## src/rtl/step_sched_defs.sv

```systemverilog
// Shared state encodings for the step scheduler.
// The RTL and the bench both import this package.
package step_sched_defs;

    typedef enum logic [1:0] {
        IDLE  = 2'b00,
        GRANT = 2'b01,
        RUN   = 2'b10,
        DONE  = 2'b11
    } state_t;

endpackage

```

## src/rtl/step_ctr.sv

```systemverilog
// Shared 3-bit step counter: synchronous clear, count enable, 7->0 wrap.
// Clear takes priority over enable.
module step_ctr (
    input  logic clk,
    input  logic Re,
    input  logic en,
    input  logic clr,
    output logic z2,
    output logic z1,
    output logic z0
);

    logic [2:0] q;

    always_ff @(posedge clk or posedge Re) begin
        if (Re) begin
            q <= 3'd0;
        end else if (clr) begin
            q <= 3'd0;
        end else if (en) begin
            q <= q + 3'd1;
        end
    end

    assign z2 = q[2];
    assign z1 = q[1];
    assign z0 = q[0];

endmodule

```

## src/rtl/step_sched.sv

```systemverilog
// Two-requester step scheduler: arbitrates req0/req1, then advances
// the shared step counter n times for the granted requester.
module step_sched
    import step_sched_defs::*;
#(
    parameter bit RR           = 1'b1,
    parameter bit CLR_ON_GRANT = 1'b1
) (
    input  logic       clk,
    input  logic       Re,
    input  logic       req0,
    input  logic       req1,
    input  logic [2:0] n0,
    input  logic [2:0] n1,
    output logic       gnt0,
    output logic       gnt1,
    output logic       done0,
    output logic       done1,
    output logic       busy,
    output logic       z2,
    output logic       z1,
    output logic       z0
);

    state_t     st, st_nx;
    logic       own, own_nx;
    logic       last, last_nx;
    logic [2:0] rem, rem_nx;
    logic       pick, req_own;
    logic       ctr_en, ctr_clr;

    always_ff @(posedge clk or posedge Re) begin
        if (Re) begin
            st   <= IDLE;
            own  <= 1'b0;
            last <= 1'b1;
            rem  <= 3'd0;
        end else begin
            st   <= st_nx;
            own  <= own_nx;
            last <= last_nx;
            rem  <= rem_nx;
        end
    end

    assign req_own = own ? req1 : req0;

    // On a tie, round-robin favours whoever was not served last
    always_comb begin
        pick = 1'b0;
        if (RR) begin
            pick = (req0 && req1) ? ~last : req1;
        end else begin
            pick = ~req0;
        end
    end

    always_comb begin
        st_nx   = st;
        own_nx  = own;
        last_nx = last;
        rem_nx  = rem;
        ctr_en  = 1'b0;
        ctr_clr = 1'b0;
        unique case (st)
            IDLE: begin
                if (req0 || req1) begin
                    st_nx   = GRANT;
                    own_nx  = pick;
                    rem_nx  = pick ? n1 : n0;
                    ctr_clr = CLR_ON_GRANT;
                end
            end
            GRANT: begin
                if (!req_own) begin
                    st_nx   = IDLE;
                    last_nx = own;
                end else if (rem == 3'd0) begin
                    st_nx = DONE;
                end else begin
                    st_nx = RUN;
                end
            end
            RUN: begin
                if (!req_own) begin
                    st_nx   = IDLE;
                    last_nx = own;
                end else begin
                    ctr_en = 1'b1;
                    rem_nx = rem - 3'd1;
                    if (rem == 3'd1) begin
                        st_nx = DONE;
                    end
                end
            end
            DONE: begin
                if (!req_own) begin
                    st_nx   = IDLE;
                    last_nx = own;
                end
            end
            default: st_nx = IDLE;
        endcase
    end

    assign busy  = (st != IDLE);
    assign gnt0  = busy && !own;
    assign gnt1  = busy && own;
    assign done0 = (st == DONE) && !own;
    assign done1 = (st == DONE) && own;

    step_ctr u_ctr (
        .clk (clk),
        .Re  (Re),
        .en  (ctr_en),
        .clr (ctr_clr),
        .z2  (z2),
        .z1  (z1),
        .z0  (z0)
    );

endmodule

```

## config.mk

```make
export PLATFORM = sky130hd
export DESIGN_NAME = step_sched
export DESIGN_NICKNAME = d
export VERILOG_FILES = /design/src/rtl/step_sched_defs.sv /design/src/rtl/step_ctr.sv /design/src/rtl/step_sched.sv
export SDC_FILE = /design/constraint.sdc
export NUM_CORES = 1
export LEC_CHECK = 0
export CAP_MARGIN = 20
export CORE_UTILIZATION = 30
export DETAILED_ROUTE_END_ITERATION = 7
export GPL_ROUTABILITY_DRIVEN = 0
export PLACE_DENSITY = 0.57
export REMOVE_ABC_BUFFERS = 1
export SETUP_SLACK_MARGIN = 0.15
export SLEW_MARGIN = 20
export SYNTH_ARGS = -nofsm -noshare
export SYNTH_HDL_FRONTEND = slang
export SYNTH_HIERARCHICAL = 1
export SYNTH_SLANG_ARGS = --single-unit
```

## constraint.sdc

```tcl
create_clock -name clk -period 1.49 [get_ports clk]
set_input_delay 0.298 -clock clk [delete_from_list [all_inputs] [get_ports clk]]
set_output_delay 0.298 -clock clk [all_outputs]
set_load 0.05 [all_outputs]
```

==> results by group <==
STA
  • Slew Limit Headroom: between 70% and 80%
  • FMAX: 684 MHz
  • Clock period minus final worst setup slack: between 1 and 1.5 ns
  • Worst clock skew: around 0.00031 ns
  • Period Utilization, post-route: between 90% and 100%
  • Hold violation count in the final report: 0
  • Max-slew violation total from the final report: 0
  • Final-report setup violation count: 0
  • Actual transition at the worst max-transition pin: approximately 0.38 ns
  • RSZ-0062 raised after global routing: true
  • Minimum hold slack: 0.225 ns

Die
  • Vertical die dimension: around 50 µm
  • Std-Cell Rows: 16
  • Number of top-level pins: 18
  • Initial standard-cell utilization of the core: between 30% and 40%
  • Die boundary width: around 50 µm
  • Core area: about 0.0021 mm²
  • Die footprint: between 0.002 and 0.0025 mm²

Cells and area
  • Layout area overhead: 68.2%
  • Antenna Diode Count: 0
  • Fillcell total: approximately 180
  • Register area: about 260 µm²
  • Proportion of layout cells with a drive suffix above 1: 42.5%
  • Number of nets in the layout: between 100 and 150
  • Multi-input combinational cell area: between 400 and 500 µm²

Routing
  • Routed len/inst: around 12 µm
  • Wirelength, routed: about 1.6 mm
  • Count of unresolved DRC violations after routing: 0
  • Remaining number of nets flagged by the antenna check after routing: 0
  • Drt via density: 4.60
  • Number of iterations in the first detailed-routing pass: 4
  • DR vias: between 600 and 700
  • Initial drt markers: 5

Global route
  • Total GRT Usage: between 10 and 15%
  • Number of antenna violations at the first check in global routing: 0
  • Global-route congestion overflow total: 0
  • Via count of the first global-routing pass: a little over 600
  • Global-route wire length before repair: 2.57 mm
  • Pin count of the biggest net entering global routing: 8

CTS
  • Clock Path Buffers: 2
  • Worst-path clk slew: roughly 0.07 ns
  • CTS buffer count: 3
  • Hold_buf cts: 0
  • Worst-skew pair later-pin latency: 0.27 ns
  • TritonCTS clock tree: done
  • Clock root buffer: sky130_fd_sc_hd__clkbuf_4
  • Number of levels the H-tree was split into: 1
  • Clock sink count: 10

Worst setup path
  • Startpoint types: register
  • Required time reported for the critical path endpoint: roughly 1.2 ns
  • Worst Path Class, Setup: reg -> out
  • Longest individual stage delay on the worst path: 0.45 ns
  • CP arrival: between 1 and 1.5 ns
  • Top delay family on crit path: flip-flops
  • Worst path cell trace: buf_6, and3_4, buf_12
  • Largest fanout of any net on the critical path: 5
  • Worst reg2reg path depth: 4
  • Register-to-register setup slack: between 0.1 and 0.15 ns
  • Crit path depth: 3
  • Worst path buffer plus inverter count: 2
  • Critical path capture point type: primary output
  • Critical-path cell with the highest stage delay: sky130_fd_sc_hd__dfrtp_2

Logic synthesis
  • Sequential share of the synthesized area: ~37%
  • Cell area after synthesis: between 600 and 700 µm²
  • Post-Syn Area per Cell: 9.43 µm²
  • Flip-flop and latch count after synthesis: 10
  • Number of warnings issued by yosys: 6
  • Number of enable flip-flop cells after synthesis: 0
  • Proportion of register bits with asynchronous set or reset after synthesis: 100%
  • Leading register cell type out of synthesis: sky130_fd_sc_hd__dfrtp_1
  • Number of unique standard cell types used by synthesis: 28
  • Gate count of the mapped netlist: 73

Place
  • Post-DP HPWL: ~1.2 mm
  • Number of buffers inserted by port buffering: 17

Pwr
  • Max IR drop VDD: roughly 1200 µV
  • Total power divided by cell area: ~2100 mW/mm²
  • Leakage power of the design: between 0.5 and 0.6 nW
  • Overall power after layout: ~2.5 mW

Job
  • Max-cap violations: 0

Hold path
  • Class of the most critical hold timing path: in -> async

Outcome
  • Run status: finished, final reports clean
==> registers in the layout, indices dropped and copies added, names as in the netlist <==
signal   cells
last         1
st           2
rem          3
u_ctr/q      3
own          1
==> power by group <==
group	internal, mW	switching, mW	total, mW
registers	0.406	0.138	0.544
logic	0.847	0.826	1.67
clock network	0.149	0.105	0.254
total	1.40	1.07	2.47
==> cell usage in the layout (no fill, tap or decap), types with 3 or more instances in the layout <==
cell and instances:
sky130_fd_sc_hd__buf_4 14, sky130_fd_sc_hd__nor2_1 9, sky130_fd_sc_hd__clkdlybuf4s50_1 7, sky130_fd_sc_hd__buf_12 7, sky130_fd_sc_hd__nand2_1 6, sky130_fd_sc_hd__dfrtp_1 6, sky130_fd_sc_hd__inv_1 5, sky130_fd_sc_hd__nor2_4 4
sky130_fd_sc_hd__mux2i_1 4, sky130_fd_sc_hd__ha_1 4, sky130_fd_sc_hd__o21ai_0 3, sky130_fd_sc_hd__clkbuf_4 3, sky130_fd_sc_hd__dfrtp_2 3
==> path summary, 6_finish.rpt <==
check	from	end
min in group clk	last$_DFFE_PP1P_	last$_DFFE_PP1P_
max in group asynchronous	Re	last$_DFFE_PP1P_
worst min register to register	last$_DFFE_PP1P_	last$_DFFE_PP1P_
worst max-delay path	own$_DFFE_PP0P_	done1
worst max register to register	own$_DFFE_PP0P_	rem[0]$_DFFE_PP0P_
worst min-delay path	Re	u_ctr/q[0]$_DFFE_PP0P_
==> Yosys cell counts (all sizes together), types with 2 or more instances <==
cell,number,share of area [%]
nor2,13,7.5
dfrtp,9,33
inv,6,3.3
nand2,6,3.3
mux2i,5,7.8
ha,4,7.3
o21ai,4,2.9
buf,3,2.5
a21oi,2,1.5
a22o,2,2.5
a2bb2oi,2,2.5
mux2,2,3.3
nand2b,2,1.8
nand3b,2,2.2
nor2b,2,1.8
==> cell type report <==
cell class	count	area share [%]
Multi-Input combinational cell	54	38.9
Timing Repair Buffer	32	31.0
Sequential cell	10	22.1
Clock buffer	4	3.14
Tap cell	27	2.92
Inverter	6	1.95
==> kinds of logic after synthesis <==
| logic type | synth area share (%) |
|---|---|
| simple gates | 18.5 |
| compound gates | 19.5 |
| flops | 36.5 |
| buf+inv | 5.82 |
| mux | 11.1 |
| fa+ha+maj | 7.27 |
| xor+xnor | 1.27 |
==> timing repair <==
action / CTS / global route
setup buffers: 6 / 0
pin swaps: 2 / 2
resized for setup: 16 / 7
setup endpoints to repair: 11 / 11
==> layer usage <==
layer / routed length, µm / share of wire (%) / vias to the layer above / track usage (%)
li1: - / - / 314 / -
met1: 679 / 43 / 281 / 16.2
met2: 820 / 52 / 15 / 25.5
met3: 44 / 2.8 / 2 / 1.85
met4: 19 / 1.2 / 0 / 11.4
met5: 0 / 0 / - / 0
==> through the flow <==
| step | setup WS [ns] | cell area (µm²) | utilization (%) | cells | setup TNS (ns) |
|---|---|---|---|---|---|
| floorplan | -0.108 | 671 | - | 70 | -0.177 |
| global placement | -0.377 | 1010 | 49.0 | 123 | -1.93 |
| detailed placement | -0.391 | 1010 | 49.0 | 123 | -2.13 |
| CTS | 0.0152 | 1130 | 54.8 | 133 | 0 |
| global route | -0.00600 | 1160 | 56.1 | 133 | -0.00600 |
| finish | 0.0277 | 1160 | 56.1 | 133 | 0 |
No activity file was read; power rests on OpenSTA's default activity.
